**src/rtl/router_pkt_receiver.sv**
```systemverilog
// Output-port packet receiver: pulls one header/payload/parity packet from a FIFO,
// streams the payload to the sink, and reports parity/address status or a starvation abort.
module router_pkt_receiver #(
    parameter logic [1:0] PORT_ADDR = 2'b00,
    parameter int         TIMEOUT   = 30
) (
    input  logic       clock,
    input  logic       reset,
    input  logic       empty,
    input  logic [7:0] fifo_data,
    input  logic       sink_ready,
    output logic       read_enb,
    output logic [7:0] out_data,
    output logic       out_valid,
    output logic [5:0] pkt_len,
    output logic [1:0] pkt_addr,
    output logic       pkt_done,
    output logic       parity_err,
    output logic       addr_err,
    output logic       pkt_abort,
    output logic       busy,
    output logic [1:0] dbg_state
);
    localparam int SW = $clog2(TIMEOUT + 1);

    typedef enum logic [1:0] {
        IDLE     = 2'd0,
        HDR_WAIT = 2'd1,
        BODY     = 2'd2
    } state_t;

    state_t        state_q;
    logic [6:0]    issue_left_q, issue_left_d;
    logic [6:0]    recv_left_q, recv_left_d;
    logic [7:0]    acc_q, acc_d;
    logic [SW-1:0] starve_q, starve_d;
    logic          rd_vld_q;
    logic [5:0]    pkt_len_q;
    logic [1:0]    pkt_addr_q;
    logic          parity_err_q, addr_err_q;

    logic in_body, timed_out, last_byte, payload_byte, fire;

    // Handshake: a read fires in any cycle read_enb=1; its byte appears on
    // fifo_data the following cycle (tracked by rd_vld_q). out_valid is a
    // one-cycle pulse with no back-pressure; sink_ready only throttles reads.
    assign in_body      = (state_q == BODY);
    assign timed_out    = in_body && (starve_q == SW'(TIMEOUT)) && !reset;
    assign last_byte    = in_body && rd_vld_q && (recv_left_q == 7'd1) && !timed_out && !reset;
    assign payload_byte = in_body && rd_vld_q && (recv_left_q > 7'd1) && !timed_out && !reset;
    assign fire         = !reset && !empty &&
                          ((state_q == IDLE) ||
                           (in_body && (issue_left_q != 7'd0) && sink_ready && !timed_out));

    assign read_enb   = fire;
    assign out_valid  = payload_byte;
    assign out_data   = payload_byte ? fifo_data : 8'h00;
    assign pkt_done   = last_byte;
    assign pkt_abort  = timed_out;
    assign parity_err = last_byte ? (acc_q != fifo_data)      : (timed_out ? 1'b0 : parity_err_q);
    assign addr_err   = last_byte ? (pkt_addr_q != PORT_ADDR) : (timed_out ? 1'b0 : addr_err_q);
    assign pkt_len    = pkt_len_q;
    assign pkt_addr   = pkt_addr_q;
    assign busy       = (state_q != IDLE);
    assign dbg_state  = state_q;

    always_comb begin
        issue_left_d = issue_left_q;
        recv_left_d  = recv_left_q;
        acc_d        = acc_q;
        starve_d     = '0;
        case (state_q)
            HDR_WAIT: begin
                // Length field plus the trailing parity byte; 7 bits so 63+1 never wraps.
                issue_left_d = {1'b0, fifo_data[7:2]} + 7'd1;
                recv_left_d  = {1'b0, fifo_data[7:2]} + 7'd1;
                acc_d        = fifo_data;
            end
            BODY: begin
                if (fire) begin
                    issue_left_d = issue_left_q - 7'd1;
                end
                if (payload_byte) begin
                    acc_d       = acc_q ^ fifo_data;
                    recv_left_d = recv_left_q - 7'd1;
                end
                if (fire) begin
                    starve_d = '0;
                end else if ((issue_left_q != 7'd0) && empty && (starve_q != SW'(TIMEOUT))) begin
                    starve_d = starve_q + SW'(1);
                end else begin
                    starve_d = starve_q;
                end
            end
            default: ;
        endcase
    end

    always_ff @(posedge clock) begin
        if (reset) begin
            state_q      <= IDLE;
            issue_left_q <= '0;
            recv_left_q  <= '0;
            acc_q        <= '0;
            starve_q     <= '0;
            rd_vld_q     <= 1'b0;
            pkt_len_q    <= '0;
            pkt_addr_q   <= '0;
            parity_err_q <= 1'b0;
            addr_err_q   <= 1'b0;
        end else begin
            issue_left_q <= issue_left_d;
            recv_left_q  <= recv_left_d;
            acc_q        <= acc_d;
            starve_q     <= starve_d;
            rd_vld_q     <= in_body && fire;
            case (state_q)
                IDLE: begin
                    if (fire) begin
                        state_q <= HDR_WAIT;
                    end
                end
                HDR_WAIT: begin
                    pkt_len_q  <= fifo_data[7:2];
                    pkt_addr_q <= fifo_data[1:0];
                    state_q    <= BODY;
                end
                BODY: begin
                    if (timed_out) begin
                        // Partial packet is dropped; stale status must not outlive it.
                        state_q      <= IDLE;
                        parity_err_q <= 1'b0;
                        addr_err_q   <= 1'b0;
                        starve_q     <= '0;
                        issue_left_q <= '0;
                        recv_left_q  <= '0;
                    end else if (last_byte) begin
                        state_q      <= IDLE;
                        parity_err_q <= (acc_q != fifo_data);
                        addr_err_q   <= (pkt_addr_q != PORT_ADDR);
                        starve_q     <= '0;
                    end
                end
                default: state_q <= IDLE;
            endcase
        end
    end

endmodule

```
**config.mk**
```make
export PLATFORM = sky130hd
export DESIGN_NAME = router_pkt_receiver
export DESIGN_NICKNAME = d
export VERILOG_FILES = /design/src/rtl/router_pkt_receiver.sv
export SDC_FILE = /design/constraint.sdc
export NUM_CORES = 1
export LEC_CHECK = 0
export ABC_AREA = 1
export BUFFER_PORTS_ARGS = -buffer_cell sky130_fd_sc_hd__buf_2
export CORE_MARGIN = 2
export CORE_UTILIZATION = 64
export CTS_BUF_LIST = sky130_fd_sc_hd__clkbuf_4 sky130_fd_sc_hd__clkbuf_8
export DETAILED_ROUTE_END_ITERATION = 7
export GPL_ROUTABILITY_DRIVEN = 0
export GPL_TIMING_DRIVEN = 0
export PLACE_DENSITY = 0.95
export SYNTH_ARGS = -nofsm -noshare
export SYNTH_HDL_FRONTEND = slang
export SYNTH_SLANG_ARGS = --single-unit
```
**constraint.sdc**
```tcl
create_clock -name clock -period 2.9 [get_ports clock]
set_input_delay 0 -clock clock [delete_from_list [all_inputs] [get_ports clock]]
set_output_delay 0 -clock clock [all_outputs]
set_load 0.03 [all_outputs]
```
==> summary.md, run 1 <==
| Metric | Value |
|---|---|
| Status | `finished, final reports clean` |
| Kind of end point of the critical path | `primary output` |
| Post-route ant nets | `0` |
| Max VDD drop | `slightly below 0.0006 V` |
| First-pass GRT wire length | `~11 mm` |
| CP Cell Sequence | `inv_1 -> ha_1 -> buf_6 -> inv_6 -> nor2_8 -> nand3_4 -> nor3_1 -> o21ai_0 -> nand2_1 -> buf_2` |
| Worst setup SP type | `register` |
| Critical Path Max Stage Delay | `0.35 ns` |
| Total core area | `roughly 0.0037 mm2` |
| Post-synthesis cell count | `between 300 and 400` |
| Worst-path maximum fanout | `10` |
| Worst-skew pair later-pin latency | `approximately 0.3 ns` |
| Max-slew violation count | `0` |
| DP HPWL | `~4.8 mm` |
| Max-Cap Viols | `0` |
| CTS root buf | `clkbuf_8` |
| Clock transition at the registers of the reported paths | `approximately 0.080 ns` |
| Period utilisation layout | `about four fifths` |
| Mapped Avg Cell Area | `7.061 um2` |
| Vias in the first global route | `2418` |
| Data arrival, critical path | `~2.3 ns` |
| Overflow after GRT | `0` |
| Global-route track usage on met2 | `a little under three fifths` |
| P&R area growth vs syn | `13.47%` |
| Slew @ Worst Pin | `0.4709 ns` |
| Setup TNS | `0 ns` |
| GRT Overall Usage | `31.77%` |
| Slowest cell on crit path | `nor3_1` |
| Seq cells post-synth | `40` |
| CP required | `between 2 and 3 ns` |
| I/O Buffers | `36` |
| Hold Crit Class | `input port to register` |
| Post-CTS sizing | `0` |
| Yosys warning count | `0` |
| Die Span Y | `around 67 um` |
| Initial Utilization | `around two thirds` |
| Syn_nets | `about 380` |
| DIE WIDTH | `~67 um` |
| Met3 Use GR | `about 6.1%` |
| LEAKAGE | `between 0.001 and 0.0015 uW` |
| Max Fclk | `about 440 MHz` |
| PnR Total Power | `approximately 2700 uW` |
| CTS buffer count | `5` |
| Vias per std cell | `~5.7` |
| Setup CP Type | `register to primary output` |
| Met1 Usage GRT | `about two fifths` |
| # setup viols final | `0` |
| Initial DRC Count | `between 150 and 200` |
| I/O Pins | `37` |
| Die area | `0.004480 mm2` |
| Largest net degree at the start of global routing | `12` |
| Clk sink count | `40` |
| Most crowded layer after global routing | `met2` |
| Routed via count | `between 2000 and 3000` |
| Slew HR | `between 60 and 70%` |
| Fill cell total of the finished layout | `between 200 and 300` |
| Unique masters post-synth | `34` |
| Layout Nets | `about 430` |
| Antenna violations before repair | `0` |
| Share of layout cells above drive strength 1 | `about a fifth` |
| Unrepaired setup endpoints after global routing | `no` |
| Mapped cell area | `between 0.002 and 0.003 mm2` |
| Wire length per cell | `between 10 and 15 um` |
| First-pass detailed-route iteration total | `5` |
| Number of diodes | `0` |
| DRC viols | `0` |
| Htree depth | `2` |
| Min cycle time layout | `approximately 2.3 ns` |
| Row count | `22` |
| Pwr Density | `939.7 mW/mm2` |
| TritonCTS clock tree | `yes` |
| Max Clock Skew | `approximately 0.0096 ns` |
| Clock Path Buffers | `2` |
| Final count of hold timing violations | `0` |
| WL final | `approximately 6.5 mm` |
| Post-synthesis sequential area ratio | `around a third` |
==> cell usage after synthesis <==
cell      count  area share (%)
nand2_2       5             1.2
nand4_1       5             1.2
nor2_2        3            0.74
inv_1        43             6.4
o21ai_0      37             7.3
buf_8         1            0.59
a21oi_2       3             1.0
clkbuf_1      4            0.59
o21ai_1       1            0.20
inv_2         4            0.59
nand3_2       1            0.39
nand3_4       1            0.69
nor2_1       48             7.1
inv_6         1            0.35
nand3_1      23             4.5
dfxtp_1      40              32
nand2_4       2            0.89
o211ai_1      1            0.30
o31ai_1       1            0.30
ha_1         10             4.9
buf_6         1            0.44
nand3b_4      1            0.79
xor2_1       16             5.5
nand2_1      58             8.6
buf_4         2            0.59
a21oi_4       1            0.64
a211oi_1      8             2.4
nor3_1        3            0.59
a31oi_1       1            0.25
buf_2         2            0.39
a21oi_1      24             4.7
o21ai_2       2            0.69
xnor2_1       3             1.0
nor2_8        3             2.4
==> worst max-delay path, delay by kind of cell, from the launching register on <==
| kind | cells | cell delay (ns) |
|---|---|---|
| simple gates | 4 | 0.69 |
| buf+inv | 4 | 0.55 |
| flops | 1 | 0.34 |
| compound gates | 1 | 0.25 |
| fa+ha+maj | 1 | 0.18 |
==> worst paths after layout <==
kind,start,to,slack [ns],cells after the start
worst max-delay path,dbg_state[0],parity_err,0.60,10
worst min-delay path,fifo_data[7],pkt_len[5],0.02,3
worst max register to register,dbg_state[0],recv_left_q[2],0.95,11
worst min register to register,pkt_len[5],pkt_len[5],0.49,2
==> what timing repair did <==
item,4_1_cts,5_1_grt
hold buffers,1,1
setup buffers,0,0
hold endpoints to repair,2,1
==> report_power, final <==
group          internal (uW)  switching [uW]
registers                720             140
clock network            173             194
logic                    490             985
total                   1380            1320
==> flip-flops by register name, summed over array words and instances, names as in the netlist <==
signal,flops
addr_err_q,1
rd_vld_q,1
pkt_addr,2
dbg_state,2
pkt_len,6
issue_left_q,7
acc_q,8
starve_q,5
parity_err_q,1
recv_left_q,7
==> placed cells by master, fill, tap and decap left out, types with 5 or more instances in the layout <==
cell type and instances:
nand3_1 23, nand4_1 5, dfxtp_1 40, inv_1 43, nand2_1 58, ha_1 10, nor2_1 48, clkbuf_8 5
a21oi_1 24, xor2_1 16, a211oi_1 8, o21ai_0 37, nand2_2 5, buf_2 38
==> metal layers <==
layer	vias up	wire, um
met5	-	0
met4	0	208
met3	21	458
met2	118	3265
met1	1180	2531
li1	1247	-
==> area by class of cell <==
| class | count | area, um2 | area share (%) |
|---|---|---|---|
| Sequential cell | 40 | 800.8 | 27.84 |
| Buffer | 10 | 66.31 | 2.305 |
| Inverter | 48 | 185.2 | 6.438 |
| Clock inverter | 1 | 5.005 | 0.1740 |
| Clock buffer | 6 | 76.32 | 2.653 |
| Multi-Input combinational cell | 261 | 1483 | 51.54 |
| Tap cell | 48 | 60.06 | 2.088 |
| Timing Repair Buffer | 38 | 200.2 | 6.960 |
==> stage by stage <==
stage / hold WS (ns) / instance area (um2) / cells / worst slack (ns) / util, %
2_1_floorplan: 0.1439 / 2535 / 359 / 0.5027 / -
3_3_place_gp: 0.2868 / 2775 / 443 / 1.006 / 74.13
3_5_place_dp: 0.2905 / 2775 / 443 / 0.8990 / 74.13
4_1_cts: 0.001832 / 2867 / 451 / 0.6546 / 76.57
5_1_grt: 0.03862 / 2877 / 452 / 0.5081 / 76.84
6_report: 0.02170 / 2877 / 452 / 0.6033 / 76.84
==> logic make-up (layout without fill, tap and decap cells) <==
kind of cell | count (synthesis) | after routing | share of synthesized area [%]
xor+xnor | 19 | 19 | 6.565
flops | 40 | 40 | 31.59
simple gates | 153 | 153 | 29.17
buf+inv | 58 | 103 | 9.920
compound gates | 79 | 79 | 17.82
fa+ha+maj | 10 | 10 | 4.936
Power figures use the tool's default switching activity.
==> inputs of run 2 (changes only) <==
ABC_AREA = 0   (was 1)
CORE_UTILIZATION = 53   (was 64)
PLACE_DENSITY = 0.89   (was 0.95)
clock period = 2 ns   (was 2.9 ns; I/O delays follow)
==> run 2 against run 1 <==
Compared with the run above: hold slack better by 0.014 ns; flip-flop and latch count stayed put; critical path type unchanged; design area is 11% higher; die area is 19% higher; synthesized area hardly changed; non-clock buffer count is 16 higher; global-route usage is 3.5 points lower; critical path depth is 1 lower; largest power group unchanged; setup slack worse by 0.60 ns; synthesized cell count is 16% lower; final cell count is 9.7% lower.
==> summary.md, run 2 <==
| Metric | Value |
|---|---|
| Worst-path maximum fanout | `7 (-3)` |
| Biggest register | `acc_q` |
| Slew @ Worst Pin | `0.5534 ns (+0.08251 ns)` |
| Period utilisation layout | `~100%` |
| Wire length per cell | `18.58 um (+30%)` |
| Die Span Y | `73.14 um (+9.3%)` |
| Max Fclk | `about 500 MHz` |
| CP required | `2.00 ns (-0.90 ns)` |
| Unrepaired setup endpoints after global routing | `yes` |
| Initial Utilization | `54.36% (-13 points)` |
| Clk sink count | `40 (unchanged)` |
| CTS buffer count | `5 (unchanged)` |
| Main synth FF type | `dfxtp_1` |
| Number of diodes | `0 (unchanged)` |
| Overflow after GRT | `0 (unchanged)` |
| Max-slew violation count | `0 (unchanged)` |
| Commonest non-fill, non-tap cells in the layout | `35 x dfxtp_1, 25 x nor2_1, 23 x buf_2` |
| Layout Nets | `375 (-12%)` |
| Yosys warning count | `0 (unchanged)` |
| I/O Buffers | `32 (-11%)` |
| DP HPWL | `4.686 mm (-2.1%)` |
| Clock transition at the registers of the reported paths | `0.08 ns (about the same)` |
| CTS root buf | `clkbuf_8` |
| Largest net degree at the start of global routing | `15 (+3)` |
| Post-synthesis sequential area ratio | `31.60% (about the same)` |
| R2r startpoint | `dbg_state[0]` |
| Htree depth | `2 (unchanged)` |
| FF-to-FF End | `recv_left_q[1]` |
| First-pass detailed-route iteration total | `5 (unchanged)` |
| Clock Path Buffers | `2 (unchanged)` |
| Setup CP Type | `register to primary output` |
| Max VDD drop | `0.0008341 V (+40%)` |
| Hold Crit Class | `input port to register` |
| Hold_ws | `0.03581 ns (+0.01411 ns)` |
| First-pass GRT wire length | `11.56 mm (+6.7%)` |
| Final count of hold timing violations | `0 (unchanged)` |
| Mapped cell area | `0.002534 mm2 (about the same)` |
| Vias in the first global route | `2526 (+4.5%)` |
| Fill cell total of the finished layout | `329 (+21%)` |
| Top flop regs | `acc_q (8), issue_left_q (7), recv_left_q (7)` |
| Initial DRC Count | `294 (+52%)` |
| Slack of the worst reg-to-reg path | `0.002 ns (-0.95 ns)` |
| Kind of end point of the critical path | `primary output` |
| Post-route ant nets | `0 (unchanged)` |
| P&R area growth vs syn | `26.17%` |
| Min cycle time layout | `around 2 ns` |
| Unique masters post-synth | `57 (+68%)` |
| LEAKAGE | `0.001326 uW (-4.9%)` |
| Antenna violations before repair | `0 (unchanged)` |
| Total core area | `0.004661 mm2 (+24%)` |
| Worst r2r path cells | `10 (-1)` |
| PnR Total Power | `4192 uW (+55%)` |
| I/O Pins | `37 (unchanged)` |
| EDFF count, synth | `0 (unchanged)` |
| Pwr Density | `1311 mW/mm2 (+40%)` |
| Slew HR | `63.11% (-5.5 points)` |
| TritonCTS clock tree | `yes` |
| Hold Path Origin | `fifo_data[1]` |
| Status | `finished, final reports clean` |
| Row count | `25 (+14%)` |
| Data arrival, critical path | `2.00 ns (-0.30 ns)` |
| Share of layout cells above drive strength 1 | `29.94% (+11 points)` |
| Routed via count | `2668 (+4.0%)` |
| Most common cell in the netlist | `dfxtp_1` |
| Worst-skew pair later-pin latency | `0.31 ns (about the same)` |
| Hold buffers post-CTS | `0 (-1)` |
| Async SR Flop Fraction | `0% (unchanged)` |
| WL final | `7.582 mm (+17%)` |
| Worst hold path cell count | `3 (unchanged)` |
| Synth top area share | `31.60% (about the same)` |
| Hold Path Sink | `pkt_addr[1]` |
| Vias per std cell | `6.539 (+15%)` |
| Worst setup SP type | `register` |
| Post-synth top cells | `40 x dfxtp_1, 25 x nor2_1, 20 x nand3_1` |
| Max Clock Skew | `0.01062 ns (+0.0009871 ns)` |
| Max reg flops | `8 (unchanged)` |
| Max-Cap Viols | `0 (unchanged)` |
| Placement-stage cell area | `0.002779 mm2 (+0.14%)` |
| Synth area leaders | `dfxtp_1 32%, ha_1 4.9%, xor2_1 4.1%, mux2i_1 4.0%, nand3_1 4.0%` |
| DRC viols | `0 (unchanged)` |
| DIE WIDTH | `73.14 um (+9.3%)` |
| # setup viols final | `0 (unchanged)` |
| Die area | `0.005349 mm2 (+19%)` |
| Commonest non-fill, non-tap cell in the layout | `dfxtp_1` |
| Seq cells post-synth | `40 (unchanged)` |
| Post-synthesis cell count | `301 (-16%)` |
| GRT Overall Usage | `28.27% (-3.5 points)` |
| Mapped Avg Cell Area | `8.418 um2 (+19%)` |
| Syn_nets | `323 (-15%)` |
| Finished Cell Area | `0.003197 mm2 (+11%)` |
| Area leader, netlist | `dfxtp_1` |
## run 2: cell count changes after synthesis, moves of 8 or more
cell | before | now
inv_1 | 43 | 17
a311oi_1 | 0 | 8
o21a_1 | 0 | 11
mux2i_1 | 0 | 10
and2_1 | 0 | 10
nor2_1 | 48 | 25
o21ai_0 | 37 | 6
o211ai_1 | 1 | 10
nand2_1 | 58 | 14
a21oi_1 | 24 | 11
## run 2: cells by family after synthesis
group           after synthesis  share of synthesized area, %
mux                          10                         3.951
flops                        40                         31.61
buf+inv                      38                         6.370
compound gates               76                         22.96
xor+xnor                     15                         5.185
fa+ha+maj                    10                         4.938
simple gates                112                         24.99
## run 2: how the worst max path moves through the flow
stage                       startpoint              end  slack (ns)  depth (start not counted)
after CTS                  starve_q[0]   recv_left_q[4]      -0.003                          8
final                     dbg_state[0]      out_data[5]       0.002                          9
after floorplan           dbg_state[0]  issue_left_q[3]        0.08                          9
after global placement     starve_q[0]   recv_left_q[4]       -0.15                          8
after global routing      dbg_state[0]       parity_err       -0.06                          9
after detailed placement   starve_q[0]  issue_left_q[3]       -0.18                          8
## run 2: worst max-delay path, stage by stage (launching register included)
cell and delay [ns]:
dfxtp_2 0.35, inv_2 0.09, ha_4 0.14, buf_6 0.09, nor2b_4 0.22, nand3_4 0.10, or2_4 0.33, inv_6 0.10
and2_4 0.14, buf_6 0.12
## run 2: timing repair
action / CTS / global route
endpoints found under the setup margin: 43 / 41
endpoints found under the hold margin: 0 / 0
resized for setup: 29 / 39
cloned: 0 / 1
pin swaps: 1 / 8
setup buffers: 5 / 8
## run 2: where the power goes
| part | internal, uW | switching (uW) | leakage (uW) |
|---|---|---|---|
| combinational | 831 | 1340 | 0.000936 |
| sequential | 1010 | 282 | 0.000328 |
| clock | 408 | 320 | 0.0000614 |
## run 2: area by class of cell
type	count	area [um2]	share of cell area (%)
plain buffers	19	101.3	3.170
clock buffers	6	82.58	2.583
repair buffers	45	325.3	10.18
flip-flops and latches	40	809.5	25.32
multi-input cells	223	1688	52.80
well taps	54	67.56	2.114
inverters	18	75.07	2.348
repair inverters	1	8.758	0.2740
clock inverters	2	38.79	1.213
## run 2: metal layers
metal	part of all wire (%)	routed length, um	global-route usage (%)
met5	0	0	0
met1	38	2902	32.33
met2	50	3783	47.45
met4	3.9	293	14.61
met3	8.0	603	8.287
## run 2: per-stage QoR
step / setup slack, ns / TNS [ns] / utilization, % / instances
2_1_floorplan: 0.07853 / 0 / - / 301
3_3_place_gp: -0.1541 / -1.951 / 59.62 / 387
3_5_place_dp: -0.1752 / -3.234 / 59.62 / 387
4_1_cts: -0.002515 / -0.002515 / 64.67 / 399
5_1_grt: -0.06132 / -0.7633 / 68.59 / 408
6_report: 0.001553 / 0 / 68.59 / 408
==> inputs of run 3 (changes only) <==
SETUP_SLACK_MARGIN = 0.3   (was default)
==> run 3 against run 2 <==
Compared with the run above: die area unchanged; the run now ends with DRC, setup timing left; clock-buffer cell count up 1; wire length rose by 19%; setup slack worse by 0.075 ns.
==> summary.md, run 3 (synthesis gave the netlist of run 2 again) <==
| Metric | Value |
|---|---|
| Status | `finished, violations left` |
| Failing checks | `DRC, setup timing` |
| Share of layout cells above drive strength 1 | `39.89% (+9.9 points)` |
| Slew HR | `59.38% (-3.7 points)` |
| Worst slack, placed | `-0.2298 ns (-0.05460 ns)` |
| Kind of end point of the critical path | `primary output` |
| Initial Utilization | `54.36% (unchanged)` |
| Slowest cell on crit path | `dfxtp_1` |
| FF-to-FF End | `recv_left_q[5]` |
| Data arrival, critical path | `2.07 ns (+0.07 ns)` |
| R2r startpoint | `dbg_state[0]` |
| Post-route setup slack | `-0.07308 ns (-0.07463 ns)` |
| GRT Overall Usage | `30.85% (+2.6 points)` |
| Slack of the worst reg-to-reg path | `-0.05 ns (-0.05 ns)` |
| CTS buffer count | `5 (unchanged)` |
| Hold Crit Class | `input port to register` |
| Max Fclk | `482.4 MHz (-3.6%)` |
| I/O Pins | `37 (unchanged)` |
| Top flop regs | `acc_q (8), issue_left_q (7), recv_left_q (7)` |
| First-pass GRT wire length | `12.56 mm (+8.6%)` |
| Wire length per cell | `21.31 um (+15%)` |
| Max-slew violation count | `0 (unchanged)` |
| Htree depth | `2 (unchanged)` |
| DP HPWL | `4.741 mm (+1.2%)` |
| Hold Path Origin | `fifo_data[0]` |
| Row count | `25 (unchanged)` |
| Clk sink count | `40 (unchanged)` |
| Post-route ant nets | `0 (unchanged)` |
| Critical Path Max Stage Delay | `0.38 ns (+0.03 ns)` |
| Critical path depth in cells | `9 (unchanged)` |
| Biggest register | `acc_q` |
| Worst-skew pair later-pin latency | `0.31 ns (about the same)` |
| Min cycle time layout | `2.073 ns (+0.07463 ns)` |
| CP required | `2.00 ns (about the same)` |
| P&R area growth vs syn | `41.63%` |
| CTS root buf | `clkbuf_8` |
| Final count of hold timing violations | `0 (unchanged)` |
| Setup TNS | `-0.4193 ns (-0.4193 ns)` |
| Max Clock Skew | `0.008016 ns (-0.002604 ns)` |
| Setup crit start | `recv_left_q[1]` |
| LEAKAGE | `0.001457 uW (+9.9%)` |
| CP top delay family | `buffers and inverters` |
| Commonest non-fill, non-tap cell in the layout | `dfxtp_1` |
| Max-Cap Viols | `0 (unchanged)` |
| Final Core Density | `76.99% (+8.4 points)` |
| DIE WIDTH | `73.14 um (unchanged)` |
| I/O Buffers | `32 (unchanged)` |
| Clock Path Buffers | `2 (unchanged)` |
| WP buf/inv | `5 (+1)` |
| DRC viols | `46 (+46)` |
| Unrepaired setup endpoints after global routing | `yes` |
| Die area | `0.005349 mm2 (unchanged)` |
| WL final | `9.056 mm (+19%)` |
| Setup CP Type | `register to primary output` |
| Pwr Density | `1297 mW/mm2 (-1.1%)` |
| Vias in the first global route | `2654 (+5.1%)` |
| CP Cell Sequence | `inv_1 -> ha_2 -> o211a_1 -> or2_4 -> inv_6 -> buf_6 -> buf_8 -> and2_4 -> buf_6` |
| First-pass detailed-route iteration total | `8 (+3)` |
| # setup viols final | `7 (+7)` |
| Slew @ Worst Pin | `0.6094 ns (+0.05598 ns)` |
| Number of diodes | `0 (unchanged)` |
| Vias per std cell | `6.859 (+4.9%)` |
| Die Span Y | `73.14 um (unchanged)` |
| Antenna violations before repair | `0 (unchanged)` |
| Worst Setup EP | `out_data[7]` |
| Period utilisation layout | `103.7% (+3.7 points)` |
| CP dominant cell by count | `buf_6` |
| Initial DRC Count | `521 (+77%)` |
| Worst r2r path cells | `12 (+2)` |
| Max VDD drop | `0.0008701 V (+4.3%)` |
| Clock transition at the registers of the reported paths | `0.08 ns (about the same)` |
| Layout Nets | `392 (+4.5%)` |
| Largest net degree at the start of global routing | `13 (-2)` |
| Commonest non-fill, non-tap cells in the layout | `32 x dfxtp_1, 25 x nor2_1, 24 x buf_6` |
| Routed via count | `2915 (+9.3%)` |
| Overflow after GRT | `0 (unchanged)` |
| Worst-path maximum fanout | `5 (-2)` |
| TritonCTS clock tree | `yes` |
| Max reg flops | `8 (unchanged)` |
| Total core area | `0.004661 mm2 (unchanged)` |
| Worst setup SP type | `register` |
-- run 3: changes by cell type in the layout (fill, tap and decap cells not counted), sizes merged --
cell,change
buf,+20
bufinv,-1
clkbuf,-1
inv,-1
-- run 3: report_power, final --
group / switching [uW] / leakage (uW) / internal (uW)
Clock: 304 / 0.0000491 / 273
Sequential: 316 / 0.000331 / 1030
Combinational: 1620 / 0.00108 / 1110
Total: 2240 / 0.00146 / 2410
-- run 3: layout make-up --
cell class / count / area [um2]
timing repair buffer: 62 / 544.3
clock inverter: 1 / 5.005
multi-input combinational: 223 / 1851
fill: 251 / 1072
tap: 54 / 67.56
buffer: 20 / 138.9
inverter: 18 / 77.57
sequential: 40 / 820.8
clock buffer: 7 / 83.83
-- run 3: how the worst min path moves through the flow --
stage | to | depth (start not counted)
2_1_floorplan | pkt_addr[0] | 2
3_3_place_gp | pkt_addr[1] | 3
3_5_place_dp | pkt_addr[1] | 3
4_1_cts | pkt_addr[1] | 3
5_1_grt | pkt_addr[0] | 3
6_report | pkt_addr[0] | 3
-- run 3: per-stage QoR --
stage / instance area, um2 / total power [uW] / cells / hold WS [ns]
finish: 3588 / 4654 / 425 / 0.06527
global route: 3588 / 4800 / 425 / 0.06876
CTS: 3372 / 4188 / 419 / 0.02548
detailed placement: 2831 / 3247 / 387 / 0.3388
global placement: 2831 / 3169 / 387 / 0.3329
floorplan: 2604 / 2752 / 301 / 0.1476
-- run 3: per-layer routing --
| layer | wire [um] | GRT usage (%) | part of all wire [%] |
|---|---|---|---|
| met1 | 3324 | 36.15 | 37 |
| met2 | 4404 | 52.65 | 49 |
| met3 | 752 | 7.735 | 8.3 |
| met4 | 573 | 13.99 | 6.3 |
| met5 | 0 | 0 | 0 |
-- run 3: worst min-delay path, delay by kind of cell --
family | cells | cell delay (ns)
buffers and inverters | 1 | 0.16
muxes | 1 | 0.10
and+or+nand+nor | 1 | 0.08
-- run 3: timing repair --
action	4_1_cts	5_1_grt
endpoints found under the setup margin	45	45
hold buffers	0	0
endpoints found under the hold margin	0	0
cloned	2	0
setup buffers	22	6
resized for setup	67	45
pin swaps	12	16
